===== src/rtl/mips_core_pkg.sv =====
// Shared core types and defaults for the rename slice.
package mips_core_pkg;

    localparam int unsigned NUM_ARCH_DEFAULT = 32;
    localparam int unsigned NUM_PHYS_DEFAULT = 64;
    localparam int unsigned NUM_CKPT_DEFAULT = 4;

    // Index width that never collapses to zero bits for tiny depths.
    function automatic int unsigned idx_w(input int unsigned n);
        return (n > 1) ? $clog2(n) : 1;
    endfunction

    typedef logic [idx_w(NUM_ARCH_DEFAULT)-1:0] MipsReg;
    typedef logic [idx_w(NUM_PHYS_DEFAULT)-1:0] PhysReg;
    typedef logic [idx_w(NUM_CKPT_DEFAULT)-1:0] CkptId;

endpackage


===== src/rtl/rename_free_list.sv =====
// Circular free list of physical registers with a wrap-bit pointer pair.
// Head can be reloaded from a checkpoint; tail only ever moves forward.
module rename_free_list
    import mips_core_pkg::*;
#(
    parameter  int unsigned NUM_ARCH   = NUM_ARCH_DEFAULT,
    parameter  int unsigned NUM_PHYS   = NUM_PHYS_DEFAULT,
    localparam int unsigned PW         = idx_w(NUM_PHYS),
    localparam int unsigned FREE_DEPTH = NUM_PHYS - NUM_ARCH,
    localparam int unsigned IDXW       = idx_w(FREE_DEPTH),
    localparam int unsigned PTRW       = IDXW + 1,
    localparam int unsigned CNTW       = PW + 1
) (
    input  logic            clk,
    input  logic            rst_n,
    input  logic            pop,
    input  logic            push,
    input  logic [PW-1:0]   push_phys,
    input  logic            restore,
    input  logic [PTRW-1:0] restore_head,
    output logic [PW-1:0]   head_data_c,
    output logic [PTRW-1:0] head_next_c,
    output logic [CNTW-1:0] count_c
);

    logic [PW-1:0]   fifo_q [FREE_DEPTH];
    logic [PTRW-1:0] head_q;
    logic [PTRW-1:0] tail_q;
    logic [PTRW-1:0] tail_next;
    logic            push_en;
    logic [CNTW-1:0] head_lin;
    logic [CNTW-1:0] tail_lin;

    // Advance a pointer, toggling the wrap bit when the index rolls over.
    function automatic logic [PTRW-1:0] ptr_inc(input logic [PTRW-1:0] p);
        if (p[IDXW-1:0] == IDXW'(FREE_DEPTH - 1))
            return {~p[PTRW-1], IDXW'(0)};
        else
            return p + PTRW'(1);
    endfunction

    // Linear position of a pointer in [0, 2*FREE_DEPTH).
    function automatic logic [CNTW-1:0] ptr_lin(input logic [PTRW-1:0] p);
        if (p[PTRW-1])
            return CNTW'(FREE_DEPTH) + CNTW'(p[IDXW-1:0]);
        else
            return CNTW'(p[IDXW-1:0]);
    endfunction

    // Next pointers, head read data and occupancy.
    always_comb begin
        push_en     = push && (push_phys != '0);
        head_next_c = head_q;
        if (restore)
            head_next_c = restore_head;
        else if (pop)
            head_next_c = ptr_inc(head_q);
        tail_next   = push_en ? ptr_inc(tail_q) : tail_q;
        head_data_c = fifo_q[head_q[IDXW-1:0]];
        head_lin    = ptr_lin(head_q);
        tail_lin    = ptr_lin(tail_q);
        if (tail_lin >= head_lin)
            count_c = tail_lin - head_lin;
        else
            count_c = tail_lin + CNTW'(2 * FREE_DEPTH) - head_lin;
    end

    // Pointer and storage update; reset fills the list with the spare registers.
    always_ff @(posedge clk) begin
        if (!rst_n) begin
            head_q <= '0;
            tail_q <= {1'b1, IDXW'(0)};
            for (int i = 0; i < int'(FREE_DEPTH); i++)
                fifo_q[i] <= PW'(NUM_ARCH + i);
        end else begin
            head_q <= head_next_c;
            tail_q <= tail_next;
            if (push_en)
                fifo_q[tail_q[IDXW-1:0]] <= push_phys;
        end
    end

endmodule


===== src/rtl/reg_rename_unit.sv =====
// Register rename stage: map table, free list and checkpoint slots for
// mispredict recovery. Optional perf counters under RENAME_PERF_CNT_EN.
module reg_rename_unit
    import mips_core_pkg::*;
#(
    parameter  int unsigned NUM_ARCH   = NUM_ARCH_DEFAULT,
    parameter  int unsigned NUM_PHYS   = NUM_PHYS_DEFAULT,
    parameter  int unsigned NUM_CKPT   = NUM_CKPT_DEFAULT,
    localparam int unsigned AW         = idx_w(NUM_ARCH),
    localparam int unsigned PW         = idx_w(NUM_PHYS),
    localparam int unsigned CW         = idx_w(NUM_CKPT),
    localparam int unsigned FREE_DEPTH = NUM_PHYS - NUM_ARCH,
    localparam int unsigned PTRW       = idx_w(FREE_DEPTH) + 1
) (
    input  logic          clk,
    input  logic          rst_n,
    input  logic          ren_valid,
    output logic          ren_ready,
    input  logic          uses_rs,
    input  logic          uses_rt,
    input  logic          uses_rw,
    input  logic [AW-1:0] rs_arch,
    input  logic [AW-1:0] rt_arch,
    input  logic [AW-1:0] rw_arch,
    output logic [PW-1:0] rs_phys,
    output logic [PW-1:0] rt_phys,
    output logic [PW-1:0] rw_phys,
    output logic [PW-1:0] prev_phys,
    output logic [AW-1:0] prev_arch,
    input  logic          commit_free_valid,
    input  logic [PW-1:0] commit_free_phys,
    input  logic          ckpt_take,
    input  logic [CW-1:0] ckpt_id,
    input  logic          restore_valid,
    input  logic [CW-1:0] restore_id,
    output logic [PW:0]   free_count
`ifdef RENAME_PERF_CNT_EN
    ,
    output logic [31:0]   stall_cycles,
    output logic [15:0]   restore_count
`endif
);

    logic [PW-1:0]   map_q      [NUM_ARCH];
    logic [PW-1:0]   map_d      [NUM_ARCH];
    logic [PW-1:0]   ckpt_map_q [NUM_CKPT][NUM_ARCH];
    logic [PTRW-1:0] ckpt_head_q[NUM_CKPT];

    logic            alloc;
    logic            fire;
    logic [PW-1:0]   fl_head_data;
    logic [PTRW-1:0] fl_head_next;
    logic [PW:0]     fl_count;

    rename_free_list #(
        .NUM_ARCH (NUM_ARCH),
        .NUM_PHYS (NUM_PHYS)
    ) u_free_list (
        .clk          (clk),
        .rst_n        (rst_n),
        .pop          (fire && alloc),
        .push         (commit_free_valid),
        .push_phys    (commit_free_phys),
        .restore      (restore_valid),
        .restore_head (ckpt_head_q[restore_id]),
        .head_data_c  (fl_head_data),
        .head_next_c  (fl_head_next),
        .count_c      (fl_count)
    );

    // Handshake and lookups, all read from the map before this cycle's write.
    always_comb begin
        alloc      = uses_rw && (rw_arch != '0);
        ren_ready  = !restore_valid && ((fl_count != '0) || !alloc);
        fire       = ren_valid && ren_ready;
        rs_phys    = uses_rs ? map_q[rs_arch] : '0;
        rt_phys    = uses_rt ? map_q[rt_arch] : '0;
        rw_phys    = alloc ? fl_head_data : '0;
        prev_phys  = map_q[rw_arch];
        prev_arch  = rw_arch;
        free_count = fl_count;
    end

    // Next map: restore wins over a rename in the same cycle.
    always_comb begin
        map_d = map_q;
        if (restore_valid)
            map_d = ckpt_map_q[restore_id];
        else if (fire && alloc)
            map_d[rw_arch] = fl_head_data;
    end

    // Map table and checkpoint slots; a snapshot captures the post-rename state.
    always_ff @(posedge clk) begin
        if (!rst_n) begin
            for (int i = 0; i < int'(NUM_ARCH); i++)
                map_q[i] <= PW'(i);
            for (int c = 0; c < int'(NUM_CKPT); c++) begin
                ckpt_head_q[c] <= '0;
                for (int i = 0; i < int'(NUM_ARCH); i++)
                    ckpt_map_q[c][i] <= PW'(i);
            end
        end else begin
            map_q <= map_d;
            if (ckpt_take && !restore_valid) begin
                ckpt_map_q[ckpt_id]  <= map_d;
                ckpt_head_q[ckpt_id] <= fl_head_next;
            end
        end
    end

`ifdef RENAME_PERF_CNT_EN
    // Saturating stall and restore counters.
    always_ff @(posedge clk) begin
        if (!rst_n) begin
            stall_cycles  <= '0;
            restore_count <= '0;
        end else begin
            if (ren_valid && !ren_ready && (stall_cycles != '1))
                stall_cycles <= stall_cycles + 32'd1;
            if (restore_valid && (restore_count != '1))
                restore_count <= restore_count + 16'd1;
        end
    end
`endif

endmodule


===== config.mk =====
export PLATFORM = sky130hd
export DESIGN_NAME = reg_rename_unit
export DESIGN_NICKNAME = d
export VERILOG_FILES = /design/src/rtl/mips_core_pkg.sv /design/src/rtl/rename_free_list.sv /design/src/rtl/reg_rename_unit.sv
export SDC_FILE = /design/constraint.sdc
export NUM_CORES = 2
export LEC_CHECK = 0
export CAP_MARGIN = 25
export CORE_AREA = 8 8 350 267
export CTS_CLUSTER_SIZE = 24
export DETAILED_ROUTE_END_ITERATION = 8
export DIE_AREA = 0 0 358 275
export GPL_ROUTABILITY_DRIVEN = 0
export PLACE_DENSITY = 0.82
export SETUP_SLACK_MARGIN = 0.02
export SLEW_MARGIN = 20
export SYNTH_ARGS = -nofsm -noshare
export SYNTH_HDL_FRONTEND = slang
export SYNTH_SLANG_ARGS = --single-unit

===== constraint.sdc =====
create_clock -name clk -period 11.3 [get_ports clk]
set_input_delay 1.13 -clock clk [delete_from_list [all_inputs] [get_ports clk]]
set_output_delay 1.13 -clock clk [all_outputs]
set_load 0.03 [all_outputs]

* Word-level counts from Yosys, hierarchy flattened
Memory sizes are Yosys's and may differ from the RTL's. A register that Yosys moved wholly into a read port is not among the register bits.
Index checks and enable logic that the tools add are counted.
** Cells by class
- Multiplexer cells :: 41
- Reductions and logical operators :: 16
- Add/sub/neg operators :: 7
- Eq/ne operators :: 2
- $lt $le $gt $ge :: 5
- Bitwise operators :: 5
** Operators with widths (number)
- $mux 192 :: 3
- $bwmux 192 :: 1
- $reduce_or 192->1 :: 1
- $mux 6 :: 16
- $bmux 6 s5 :: 3
- $demux 6 s5 :: 1
- $mux 7 :: 3
- $ge 6x6->1 const B :: 3
- $not 5->6 :: 3
- $add 6x5->7 const A :: 2
- $sub 7x7->7 :: 2
- $add 6x1->6 const B :: 2
- $reduce_or 6->1 :: 2
- $eq 5x5->1 const B :: 2
- $mux 1 :: 10
- $mux 5 :: 2
- $add 7x7->7 const B :: 1
- $ge 7x7->1 :: 1
- $logic_and 1x1->1 :: 7
- $reduce_bool 7->1 :: 1
- $lt 6x1->1 const B :: 1
- $reduce_bool 6->1 :: 1
- $reduce_bool 5->1 :: 1
- $mux 2 :: 2
- 3 further kinds :: 5
** Word-level totals
- Memory bits (writable) :: 984
- Register bits :: 204
- Logic and storage cells :: 113
- Memories kept :: 3
- Input bits :: 34
** Memory list
- ckpt_map_q :: depth 4, bits a word 192, rd ports 1, clocked after memory_dff 0, write ports 4, line reg_rename_unit.sv:46 : logic [PW-1:0] ckpt_map_q [NUM_CKPT][NUM_ARCH];
- u_free_list.fifo_q :: depth 32, bits a word 6, rd ports 1, clocked after memory_dff 1, write ports 32, line rename_free_list.sv:26 : logic [PW-1:0] fifo_q [FREE_DEPTH];
- ckpt_head_q :: depth 4, bits a word 6, rd ports 1, clocked after memory_dff 0, write ports 4, line reg_rename_unit.sv:47 : logic [PTRW-1:0] ckpt_head_q[NUM_CKPT];

* Longest topological paths before layout
- Word-level depth :: 13
- Depth in mapped cells :: 15

* Hierarchy
From an unflattened synthesis, not the netlist that was laid out.
** Unflattened totals
- Cell total of the unflattened synthesis :: 4279
- Area total of the unflattened synthesis :: 56855.8 um^2
** By module, submodules not included
- reg_rename_unit :: area an instance 46614.7 um^2, cells an instance 3422, sequential area each 27626.5 um^2, times used 1
- rename_free_list :: area an instance 10241.1 um^2, cells an instance 857, sequential area each 6005.8 um^2, times used 1

* Worst setup path before layout
OpenSTA, ideal clock, no wires.
- Path kind :: input -> register
- From :: input port rst_n
- To :: memory ckpt_map_q[3][0] in the netlist's numbering (enable)
- Path buffers :: 5
- Data required time :: 9.755 ns
- Setup slack :: 4.205 ns
- Data arrival time :: 5.550 ns
- Stages :: 6
- Path through :: clkbuf_1 > clkbuf_1 > clkbuf_1 > clkbuf_1 > clkbuf_1 > nand2_1
** RTL lines
- start, declared :: line reg_rename_unit.sv:16 : input logic rst_n,
- end, declared :: line reg_rename_unit.sv:46

==> results.py <==
metrics = {
    "outcome": {
        "status": "finished clean",
    },
    "sta": {
        "fmax_mhz": 161,
        "fin_skew_ns": 0.0277,
        "rsz0062_at_grt": "false",
        "finalWorstPathRequiredPeriod_ns": 6.20,
        "hold_viol_final": 0,
        "fin_tns_setup_ns": 0,
        "setup_viol": 0,
        "fin_crit_sh_pct": 54.9,
        "drv_slew": 0,
        "tightestPinTransition_ns": 1.21,
        "fin_ws_ns": 5.10,
        "relSlewSlack_pct": 19.6,
    },
    "global_route": {
        "first_global_vias": 39800,
        "grt_pass1_wl_mm": 255,
        "grt_usage_pct": 35.0,
        "gr-total-overflow": 0,
        "grt_max_degree": 146,
        "antenna_found_initial": 7,
    },
    "pwr": {
        "p_leak_nw": 18.9,
        "p_clk_share_pct": 37.9,
        "power_density_nw_per_um2": 158,
        "p_sw_mw": 2.53,
        "vdd_ir_drop_max_v": 0.000126,
        "p_int_mw": 7.24,
        "seq_power_share_pct": 50.8,
        "combPwrFrac_pct": 11.4,
        "swShare_pct": 25.9,
    },
    "min_path": {
        "worstHoldPathType": "reg -> reg",
    },
    "die": {
        "io_pins": 71,
        "fp-row-count": 95,
        "die_h_um": 275,
        "start_util_pct": 64.1,
        "core_um2": 88200,
        "dieArea_um2": 98500,
        "fp.dieW_um": 358,
    },
    "yosys": {
        "synth_top_cell_area_share_pct": 52.3,
        "yosys.area.top_type": "edfxtp_1",
        "synth_nets": 4413,
        "synthTopCellsByArea": "edfxtp_1 (52%), mux4_2 (16%), dfxtp_1 (7.2%)",
        "ys.flop_type": "edfxtp_1",
        "ys_types": 71,
        "synth-async-reset-ratio_pct": 0,
        "synth_edf_count": 984,
        "ys_ff_latch": 1188,
        "synthTopCellsByCount": "edfxtp_1 (984), nor2_1 (713), nand2_1 (487), mux4_2 (394), o21ai_0 (308)",
        "yosysWarnings": 0,
        "synth-seq-area-share_pct": 59.5,
        "synth_most_common_cell": "edfxtp_1",
        "syn_area_per_cell_um2": 12.9,
        "syn-cell-area_um2": 56500,
        "synth_cells": 4365,
    },
    "layout": {
        "drive_gt1_share_pct": 17.7,
        "layout.nets": 4319,
        "nFillCells": 5695,
        "final_area_um2": 61800,
        "final_util_pct": 70.1,
        "area.growth.synth_to_final_pct": 9.37,
        "fin_cells": 5538,
    },
    "placement": {
        "dp_slack_ns": 5.37,
        "hpwlAfterDp_mm": 105,
        "port_buffers": 70,
        "dpl.cell_count": 5317,
        "placed_area_um2": 58200,
    },
    "detailed_routing": {
        "drc": 0,
        "drtPass1Iterations": 7,
        "drt_iter0_drc": 7082,
        "wl_per_cell_um": 31.4,
        "wl_mm": 174,
        "post_drt_via_cell_ratio": 7.33,
        "vias": 40600,
        "ant_nets": 0,
    },
    "flow_run": {
        "maxCapViolCount": 0,
    },
    "setup_path": {
        "cpMostUsedCell": "buf_4",
        "worst_path_largest_cell_delay_ns": 0.83,
        "cp_top_family": "buffers and inverters",
        "crit_fanout": 44,
        "crit_chain": "buf_4 -> mux2i_1 -> a22oi_1 -> nand3_1 -> and4_1 -> buf_4 -> nor2_1 -> clkdlybuf4s50_1",
        "arrival_ns": 5.07,
        "endpoint_kind": "output port",
        "worstSetupPathType": "reg -> out",
        "worstPathRequired_ns": 10.17,
        "cp-start-kind": "flop",
        "crit_slowest_cell": "nor2_1",
        "critPathBufInv": 3,
    },
    "cts": {
        "clk_latency_ns": 0.72,
        "cts_setup_buffers": 0,
        "clk_pin_slew_ns": 0.06,
        "clockBufferDepth": 3,
        "cts_sinks": 1188,
        "cts_tree": "yes",
        "numCtsBuffers": 109,
        "ctsHoldBuffers": 0,
        "post_cts_resized": 0,
        "root_buffer": "clkbuf_16",
        "htree_levels": 3,
    },
}
## through the flow
step | hold WS [ns] | power (mW)
global route | 0.565 | 9.94
floorplan | 0.466 | 5.68
detailed placement | 0.520 | 6.09
global placement | 0.503 | 6.07
finish | 0.535 | 9.77
CTS | 0.537 | 9.70
## final timing paths
check	to	depth (start not counted)	from	slack [ns]
hold / removal	u_free_list.tail_q[5]	2	u_free_list.tail_q[5]	0.54
setup / recovery	rw_phys[0]	8	u_free_list.head_q[2]	5.10
setup reg to reg	ckpt_map_q[3][87]	11	u_free_list.head_q[1]	5.87
hold reg to reg	u_free_list.tail_q[5]	2	u_free_list.tail_q[5]	0.54
## state kept, by name, summed over array words and instances (netlist names)
| name | count |
|---|---|
| ckpt_head_q | 24 |
| u_free_list.head_q | 6 |
| ckpt_map_q | 768 |
| u_free_list.tail_q | 6 |
| map_q | 192 |
| u_free_list.fifo_q | 192 |
## layer usage
layer,share of wire (%),wire [um],track usage (%)
met5,0.12,215,0.799
met4,5.5,9500,15.5
met3,20,34100,16.7
met2,41,71900,48.6
met1,33,58200,46.8
## area by class of cell
type                    instances  area [um^2]  share of cell area, %
diodes                          8         20.0                 0.0324
clock buffers                 158         3060                   4.96
clock inverters                48          470                  0.761
inverters                      30          118                  0.190
multi-input cells            2767        21500                   34.7
flip-flops and latches       1188        33600                   54.4
well taps                    1164         1460                   2.36
repair buffers                175         1580                   2.56
## logic make-up (layout without fill, tap and decap cells)
| group | Yosys count | after routing | share of synthesized area, % |
|---|---|---|---|
| XOR/XNOR | 5 | 5 | 0.104 |
| flip-flops | 1188 | 1188 | 59.5 |
| multiplexers | 517 | 517 | 18.0 |
| other | 0 | 8 | 0 |
| buffers and inverters | 410 | 411 | 2.83 |
| AO/OA/AOI/OAI | 618 | 618 | 6.93 |
| AND/OR/NAND/NOR | 1613 | 1613 | 12.3 |
| adder cells (fa/ha/maj) | 14 | 14 | 0.323 |
## worst reg2reg max path, cell delays in order, from the launching register on
cell,delay (ns)
dfxtp_2,0.31
buf_4,0.54
inv_1,0.22
ha_1,0.34
nor2b_1,0.16
o22a_1,0.23
xnor2_2,0.62
inv_2,0.34
o41ai_4,1.14
nor2_1,0.48
o31ai_1,0.64
nor2_1,0.11
## cells in the final DEF, fill, tap and decap left out, types with 7 or more instances in the layout
master | Yosys | final
mux4_2 | 394 | 394
or3_1 | 69 | 68
a21oi_1 | 70 | 70
a22oi_1 | 44 | 44
nor2_1 | 713 | 708
clkdlybuf4s50_1 | 0 | 59
or2_2 | 7 | 7
nor4_1 | 7 | 7
and2_1 | 50 | 48
nor3_1 | 82 | 78
mux2i_1 | 84 | 84
mux2_2 | 39 | 39
o211ai_1 | 18 | 18
o31ai_1 | 44 | 44
o221ai_1 | 16 | 16
edfxtp_1 | 984 | 984
and4_1 | 14 | 13
ha_1 | 13 | 13
nand3_1 | 84 | 84
nand4_1 | 46 | 46
clkbuf_16 | 0 | 110
clkbuf_1 | 287 | 35
clkbuf_8 | 0 | 14
clkinv_1 | 2 | 11
o21ai_0 | 308 | 306
o21a_1 | 8 | 8
diode_2 | 0 | 8
clkinv_2 | 0 | 17
nor2b_1 | 17 | 17
a221o_1 | 20 | 20
dfxtp_1 | 204 | 202
o22ai_1 | 28 | 28
and3_1 | 7 | 7
nand2_1 | 487 | 481
inv_1 | 25 | 23
buf_4 | 7 | 98
a21o_1 | 11 | 11
## power by group through the flow
stage,Combinational (mW),Sequential [mW],Clock [mW]
after global placement,1.03,5.04,0
after detailed placement,1.05,5.05,0
after global routing,1.13,4.97,3.85
after floorplan,0.652,5.03,0
final,1.11,4.96,3.70
after CTS,1.05,4.95,3.69
No activity file was read; power rests on OpenSTA's default activity.
